### src/rtl/addsub_pkg.sv
// Shared constants, mode encoding and saturation helper for the pipelined add/subtract unit.
// Optional build macro: ADDSUB_SAT_EN (clamp on signed overflow).
package addsub_pkg;

   typedef enum logic {
      MODE_ADD = 1'b0,
      MODE_SUB = 1'b1
   } mode_e;

   localparam int FLG_CARRY = 0;
   localparam int FLG_OVF   = 1;
   localparam int FLG_ZERO  = 2;
   localparam int FLG_NEG   = 3;
   localparam int FLG_W     = 4;

   localparam int SAT_MAX_W = 64;

   // sign=0 -> signed max (0111..1), sign=1 -> signed min (1000..0); callers cast to their width.
   function automatic logic [SAT_MAX_W-1:0] sat_value(input int width, input logic sign);
      logic [SAT_MAX_W-1:0] v;
      v = '0;
      for (int i = 0; i < SAT_MAX_W; i++) begin
         if (i < width - 1) begin
            v[i] = ~sign;
         end else if (i == width - 1) begin
            v[i] = sign;
         end
      end
      return v;
   endfunction

endpackage

### src/rtl/addsub_if.sv
// Operand/result handshake bundle for addsub_pipe; the producer/consumer side uses master.
interface addsub_if #(
   parameter int WIDTH = 8
);
   logic             in_valid;
   logic             in_ready;
   logic             mode;
   logic [WIDTH-1:0] in1;
   logic [WIDTH-1:0] in2;
   logic             out_valid;
   logic             out_ready;
   logic [WIDTH-1:0] out;
   logic             carry;
   logic             ovf;
   logic             zero;
   logic             neg;

   modport master (
      output in_valid, mode, in1, in2, out_ready,
      input  in_ready, out_valid, out, carry, ovf, zero, neg
   );

   modport slave (
      input  in_valid, mode, in1, in2, out_ready,
      output in_ready, out_valid, out, carry, ovf, zero, neg
   );
endinterface

### src/rtl/addsub_core.sv
// Combinational WIDTH-bit add/subtract with carry/borrow, overflow, zero and negative flags.
// Optional build macro: ADDSUB_SAT_EN clamps the result to signed max/min on overflow.
module addsub_core
   import addsub_pkg::*;
#(
   parameter int WIDTH = 8
) (
   input  logic             mode,
   input  logic [WIDTH-1:0] in1,
   input  logic [WIDTH-1:0] in2,
   output logic [WIDTH-1:0] res,
   output logic [FLG_W-1:0] flags
);

   logic [WIDTH-1:0] b_eff;
   logic [WIDTH:0]   sum;
   logic             ovf;

   always_comb begin
      b_eff = (mode == MODE_SUB) ? ~in2 : in2;
      // Subtraction is IN1 + ~IN2 + 1; the mode bit doubles as the carry-in.
      sum   = {1'b0, in1} + {1'b0, b_eff} + {{WIDTH{1'b0}}, mode};
      ovf   = (in1[WIDTH-1] == b_eff[WIDTH-1]) & (sum[WIDTH-1] != in1[WIDTH-1]);
      res   = sum[WIDTH-1:0];
`ifdef ADDSUB_SAT_EN
      if (ovf) begin
         res = WIDTH'(sat_value(WIDTH, in1[WIDTH-1]));
      end
`endif
      flags            = '0;
      flags[FLG_CARRY] = (mode == MODE_SUB) ? ~sum[WIDTH] : sum[WIDTH];
      flags[FLG_OVF]   = ovf;
      flags[FLG_ZERO]  = (res == '0);
      flags[FLG_NEG]   = res[WIDTH-1];
   end

endmodule

### src/rtl/addsub_pipe.sv
// Pipelined add/subtract unit: one addsub_core feeding a STAGES-deep elastic slot chain.
// Optional build macro: ADDSUB_SAT_EN (saturating result, handled inside addsub_core).
module addsub_pipe
   import addsub_pkg::*;
#(
   parameter int WIDTH  = 8,
   parameter int STAGES = 2
) (
   input logic      clk,
   input logic      rst_n,
   addsub_if.slave  bus
);

   logic [WIDTH-1:0] core_res;
   logic [FLG_W-1:0] core_flg;

   logic [STAGES:0]   load;
   logic [STAGES-1:0] slot_valid;
   logic [WIDTH-1:0]  slot_res [STAGES];
   logic [FLG_W-1:0]  slot_flg [STAGES];

   addsub_core #(
      .WIDTH (WIDTH)
   ) u_core (
      .mode  (bus.mode),
      .in1   (bus.in1),
      .in2   (bus.in2),
      .res   (core_res),
      .flags (core_flg)
   );

   // A slot may load when it is empty or its occupant moves on; load[STAGES] is the consumer.
   always_comb begin
      load         = '0;
      load[STAGES] = bus.out_ready;
      for (int i = STAGES - 1; i >= 0; i--) begin
         load[i] = ~slot_valid[i] | load[i+1];
      end
   end

   generate
      for (genvar gi = 0; gi < STAGES; gi++) begin : g_slot
         logic             src_valid;
         logic [WIDTH-1:0] src_res;
         logic [FLG_W-1:0] src_flg;
         logic             valid_reg;
         logic [WIDTH-1:0] res_reg;
         logic [FLG_W-1:0] flg_reg;

         if (gi == 0) begin : g_head
            assign src_valid = bus.in_valid;
            assign src_res   = core_res;
            assign src_flg   = core_flg;
         end else begin : g_link
            assign src_valid = slot_valid[gi-1];
            assign src_res   = slot_res[gi-1];
            assign src_flg   = slot_flg[gi-1];
         end

         // Payload only updates on a real transfer so an idle output keeps its last value.
         always_ff @(posedge clk or negedge rst_n) begin
            if (!rst_n) begin
               valid_reg <= 1'b0;
               res_reg   <= '0;
               flg_reg   <= '0;
            end else if (load[gi]) begin
               valid_reg <= src_valid;
               if (src_valid) begin
                  res_reg <= src_res;
                  flg_reg <= src_flg;
               end
            end
         end

         assign slot_valid[gi] = valid_reg;
         assign slot_res[gi]   = res_reg;
         assign slot_flg[gi]   = flg_reg;
      end
   endgenerate

   assign bus.in_ready  = load[0];
   assign bus.out_valid = slot_valid[STAGES-1];
   assign bus.out       = slot_res[STAGES-1];
   assign bus.carry     = slot_flg[STAGES-1][FLG_CARRY];
   assign bus.ovf       = slot_flg[STAGES-1][FLG_OVF];
   assign bus.zero      = slot_flg[STAGES-1][FLG_ZERO];
   assign bus.neg       = slot_flg[STAGES-1][FLG_NEG];

endmodule
### src/flat_wrapper.sv
// flat-port wrapper written by rule: the top's interface ports become plain ports
module addsub_pipe_flat import addsub_pkg::*;
#(
   parameter int WIDTH  = 8,
   parameter int STAGES = 2
)
  (clk, rst_n, bus_in_valid, bus_mode, bus_in1, bus_in2, bus_out_ready, bus_in_ready, bus_out_valid, bus_out, bus_carry, bus_ovf, bus_zero, bus_neg);
  addsub_if #(.WIDTH(WIDTH)) bus_i ();
  input logic clk;
  input logic rst_n;
  input wire logic [$bits(bus_i.in_valid)-1:0] bus_in_valid;
  input wire logic [$bits(bus_i.mode)-1:0] bus_mode;
  input wire logic [$bits(bus_i.in1)-1:0] bus_in1;
  input wire logic [$bits(bus_i.in2)-1:0] bus_in2;
  input wire logic [$bits(bus_i.out_ready)-1:0] bus_out_ready;
  output wire logic [$bits(bus_i.in_ready)-1:0] bus_in_ready;
  output wire logic [$bits(bus_i.out_valid)-1:0] bus_out_valid;
  output wire logic [$bits(bus_i.out)-1:0] bus_out;
  output wire logic [$bits(bus_i.carry)-1:0] bus_carry;
  output wire logic [$bits(bus_i.ovf)-1:0] bus_ovf;
  output wire logic [$bits(bus_i.zero)-1:0] bus_zero;
  output wire logic [$bits(bus_i.neg)-1:0] bus_neg;
  assign bus_i.in_valid = bus_in_valid;
  assign bus_i.mode = bus_mode;
  assign bus_i.in1 = bus_in1;
  assign bus_i.in2 = bus_in2;
  assign bus_i.out_ready = bus_out_ready;
  assign bus_in_ready = bus_i.in_ready;
  assign bus_out_valid = bus_i.out_valid;
  assign bus_out = bus_i.out;
  assign bus_carry = bus_i.carry;
  assign bus_ovf = bus_i.ovf;
  assign bus_zero = bus_i.zero;
  assign bus_neg = bus_i.neg;
  addsub_pipe #(.WIDTH(WIDTH), .STAGES(STAGES)) u_core (.clk(clk), .rst_n(rst_n), .bus(bus_i));
endmodule
### config.mk
export PLATFORM = sky130hd
export DESIGN_NAME = addsub_pipe_flat
export DESIGN_NICKNAME = d
export VERILOG_FILES = /design/src/rtl/addsub_pkg.sv /design/src/rtl/addsub_if.sv /design/src/rtl/addsub_core.sv /design/src/rtl/addsub_pipe.sv /design/src/flat_wrapper.sv
export SDC_FILE = /design/constraint.sdc
export NUM_CORES = 1
export LEC_CHECK = 0
export ABC_AREA = 1
export CAP_MARGIN = 10
export CORE_UTILIZATION = 40
export DETAILED_ROUTE_END_ITERATION = 10
export PLACE_DENSITY = 0.68
export SYNTH_ARGS = -nofsm -noshare
export SYNTH_HDL_FRONTEND = slang
export SYNTH_SLANG_ARGS = --single-unit
### constraint.sdc
create_clock -name clk -period 1.04 [get_ports clk]
set_input_delay 0.156 -clock clk [delete_from_list [all_inputs] [get_ports clk]]
set_output_delay 0.156 -clock clk [all_outputs]
set_load 0.005 [all_outputs]
==> flow_summary.yaml <==
finish:
  final_cell_mix: "buf_4 (29), nand2_1 (24), dfrtp_1 (24), nand2_2 (21), clkdlybuf4s15_1 (13)"
  final_common_cell: "buf_4"
  finish.instance_area_um2: 2620
  largest_reg_flops: 8
  antenna_cells: 0
  area_growth_pct: 77.7
  drive_above_1_share_pct: 51.4
  nets: 276
sta:
  rsz0062_at_grt: "true"
  fin_ws_ps: -370
  skew_ps: 4.28
  slew_headroom_pct: 85.2
  fin_crit_sh_pct: 136
  setup_violations: 22
  slew_viol_final: 0
  min_period_ps: 1410
  clock.fmax_ghz: 0.709
  hold_viol: 0
  worstMarginPinSlew_ps: 221
setup_path:
  worstPathRequired_ps: 1240
  critPathMaxFanout: 6
  r2r_start: "u_core.bus.out_valid"
  worstSetupEndpoint: "u_core.g_slot[0].flg_reg[2]"
  critical_path_arrival_ps: 1610
  cp-end-kind: "register"
  path_class: "input port to register"
  r2r_cells: 8
  crit_path_start: "bus_mode"
  r2r_end: "u_core.g_slot[0].flg_reg[2]"
  startpoint_type: "input port"
  r2r_slack_ps: -120
grt:
  grt_start_max_net_pins: 25
  grt_pass1_wl_mm: 5.89
  grt_use_total_pct: 18.6
  first_global_vias: 1409
  gr-total-overflow: 0
  antenna_found_initial: 0
logic_synthesis:
  synthFlopType: "dfrtp_1"
  yosysWarnings: 0
  ys_types: 26
  synthArstFlopShare_pct: 100
  synthesis.area_um2: 1470
  ys_ff_latch: 24
  ys_seq_area_share_pct: 40.7
  synth_cells: 169
  synth_edf_count: 0
  syn_avg_cell_area_um2: 8.72
  syn_nets: 199
floorplanning:
  die_h_um: 62.7
  ios: 35
  core_um2: 3440
  die-area_um2: 3930
  die_x_um: 62.7
  start_util_pct: 42.8
  core.rowCount: 21
power:
  cellPowerDensity_nw_per_um2: 1560
  clkPwrFrac_pct: 14.8
  switching_share_pct: 32.0
  seqPwrFrac_pct: 33.3
  p_int_uw: 2780
  p_total_uw: 4090
  p_switching_uw: 1310
  p_comb_share_pct: 51.9
  p_leak_uw: 0.00126
  ir_worst_vdd_mv: 0.719
clocking:
  path_clk_slew_ps: 80
  cts_root_buffer: "clkbuf_8"
  cts_buffers: 3
  worstSkewPairLatency_ps: 260
  clk_path_buf_depth: 2
  cts_tree: "yes"
  ctsHoldBuffers: 0
  cts_sinks: 24
  cts-htree-levels: 1
route:
  routedWlPerCell_um: 12.8
  vias: 1413
  dr.first_iter.drc_count: 34
  first_pass_iters: 4
  finalWirelength_mm: 3.73
  via_per_inst: 4.86
  drc: 0
  postRouteAntennaNets: 0
run:
  cap_viol_max_count: 0
run_status:
  status: "finished, violations left"
  violations: "negative setup slack"
hold_path:
  hold_path_class: "input port to asynchronous set/reset pin"
place:
  dpl.hpwl_mm: 2.37
  place_area_um2: 2060
  io_buffer_count: 34
  gp_congestion: 0.882
## critical path, cell delays in order
cell	delay [ps]
buf_8	100
buf_12	140
xor2_4	180
ha_4	320
nand2_2	60
nand2_2	100
inv_2	50
nand2_2	90
nand2_2	70
nand2_2	70
nand2_1	50
nor2_1	90
nand3_1	80
nand2_1	50
## cells in the mapped netlist (all sizes together) (2+ instances only)
| cell type | n | area share, % |
|---|---|---|
| nand2 | 55 | 18 |
| mux2 | 8 | 6.1 |
| a21oi | 3 | 1.3 |
| xor2 | 7 | 4.2 |
| o21ai | 10 | 3.4 |
| ha | 8 | 6.8 |
| dfrtp | 24 | 41 |
| xnor2 | 2 | 1.2 |
| nand3 | 9 | 3.1 |
| buf | 4 | 2.0 |
| o21a | 2 | 1.0 |
| inv | 18 | 4.6 |
| nand4 | 4 | 1.7 |
| nor2 | 9 | 2.6 |
| nand3b | 3 | 1.5 |
## power groups by stage
stage | clock network [µW] | registers (µW) | logic [µW]
5_1_grt | 650 | 1390 | 2290
3_3_place_gp | 0 | 1350 | 1480
2_1_floorplan | 0 | 1360 | 788
4_1_cts | 618 | 1340 | 1910
3_5_place_dp | 0 | 1370 | 1510
6_report | 604 | 1360 | 2120
## cell type report
class	instances	area [µm²]
clock buffer	4	55.1
timing repair buffer	74	678
timing repair inverter	1	5.00
sequential	24	601
tap	46	57.6
multi-input combinational	124	1150
inverter	18	72.6
fill	223	823
## kinds of logic after synthesis
kind of cell	count (synthesis)	synth area share (%)
simple gates	80	26.5
xor+xnor	9	5.35
fa+ha+maj	9	8.15
mux	8	6.11
compound gates	17	6.62
buf+inv	22	6.54
flops	24	40.7
## how the worst min path moves through the flow
stage | start | to | slack (ps) | cells past startpoint
final | rst_n | u_core.g_slot[0].res_reg[2] | 250 | 2
after CTS | rst_n | u_core.g_slot[0].res_reg[0] | 250 | 2
after global routing | rst_n | u_core.bus.out[2] | 260 | 2
after detailed placement | u_core.bus.out[5] | u_core.bus.out[5] | 470 | 2
after floorplan | rst_n | u_core.bus.out[0] | -140 | 0
after global placement | u_core.g_slot[0].res_reg[0] | u_core.g_slot[0].res_reg[0] | 460 | 2
## metrics by stage
step / setup WS, ps / hold WS, ps / setup TNS (ps) / util, % / cells
after floorplan: -470 / -140 / -3730 / - / 169
after global placement: -1020 / 465 / -13670 / 59.9 / 267
after detailed placement: -1060 / 473 / -14790 / 59.9 / 267
final: -370 / 247 / -3250 / 76.1 / 291
after CTS: -344 / 247 / -3230 / 72.2 / 286
after global routing: -459 / 265 / -4340 / 76.1 / 291
## per-layer routing
metal / up-vias / share of wire (%) / GRT usage, %
li1: 694 / - / -
met1: 684 / 38 / 20.1
met2: 29 / 59 / 36.0
met5: - / 0 / 0
met4: 0 / 1.9 / 9.30
met3: 6 / 1.4 / 1.09
## repair_timing
action / in CTS / in global routing
setup endpoints to repair: 35 / 28
pin swaps: 44 / 25
resized for setup: 116 / 34
gates cloned: 1 / 1
setup buffers: 15 / 6
(Power assumes the default switching activity.)
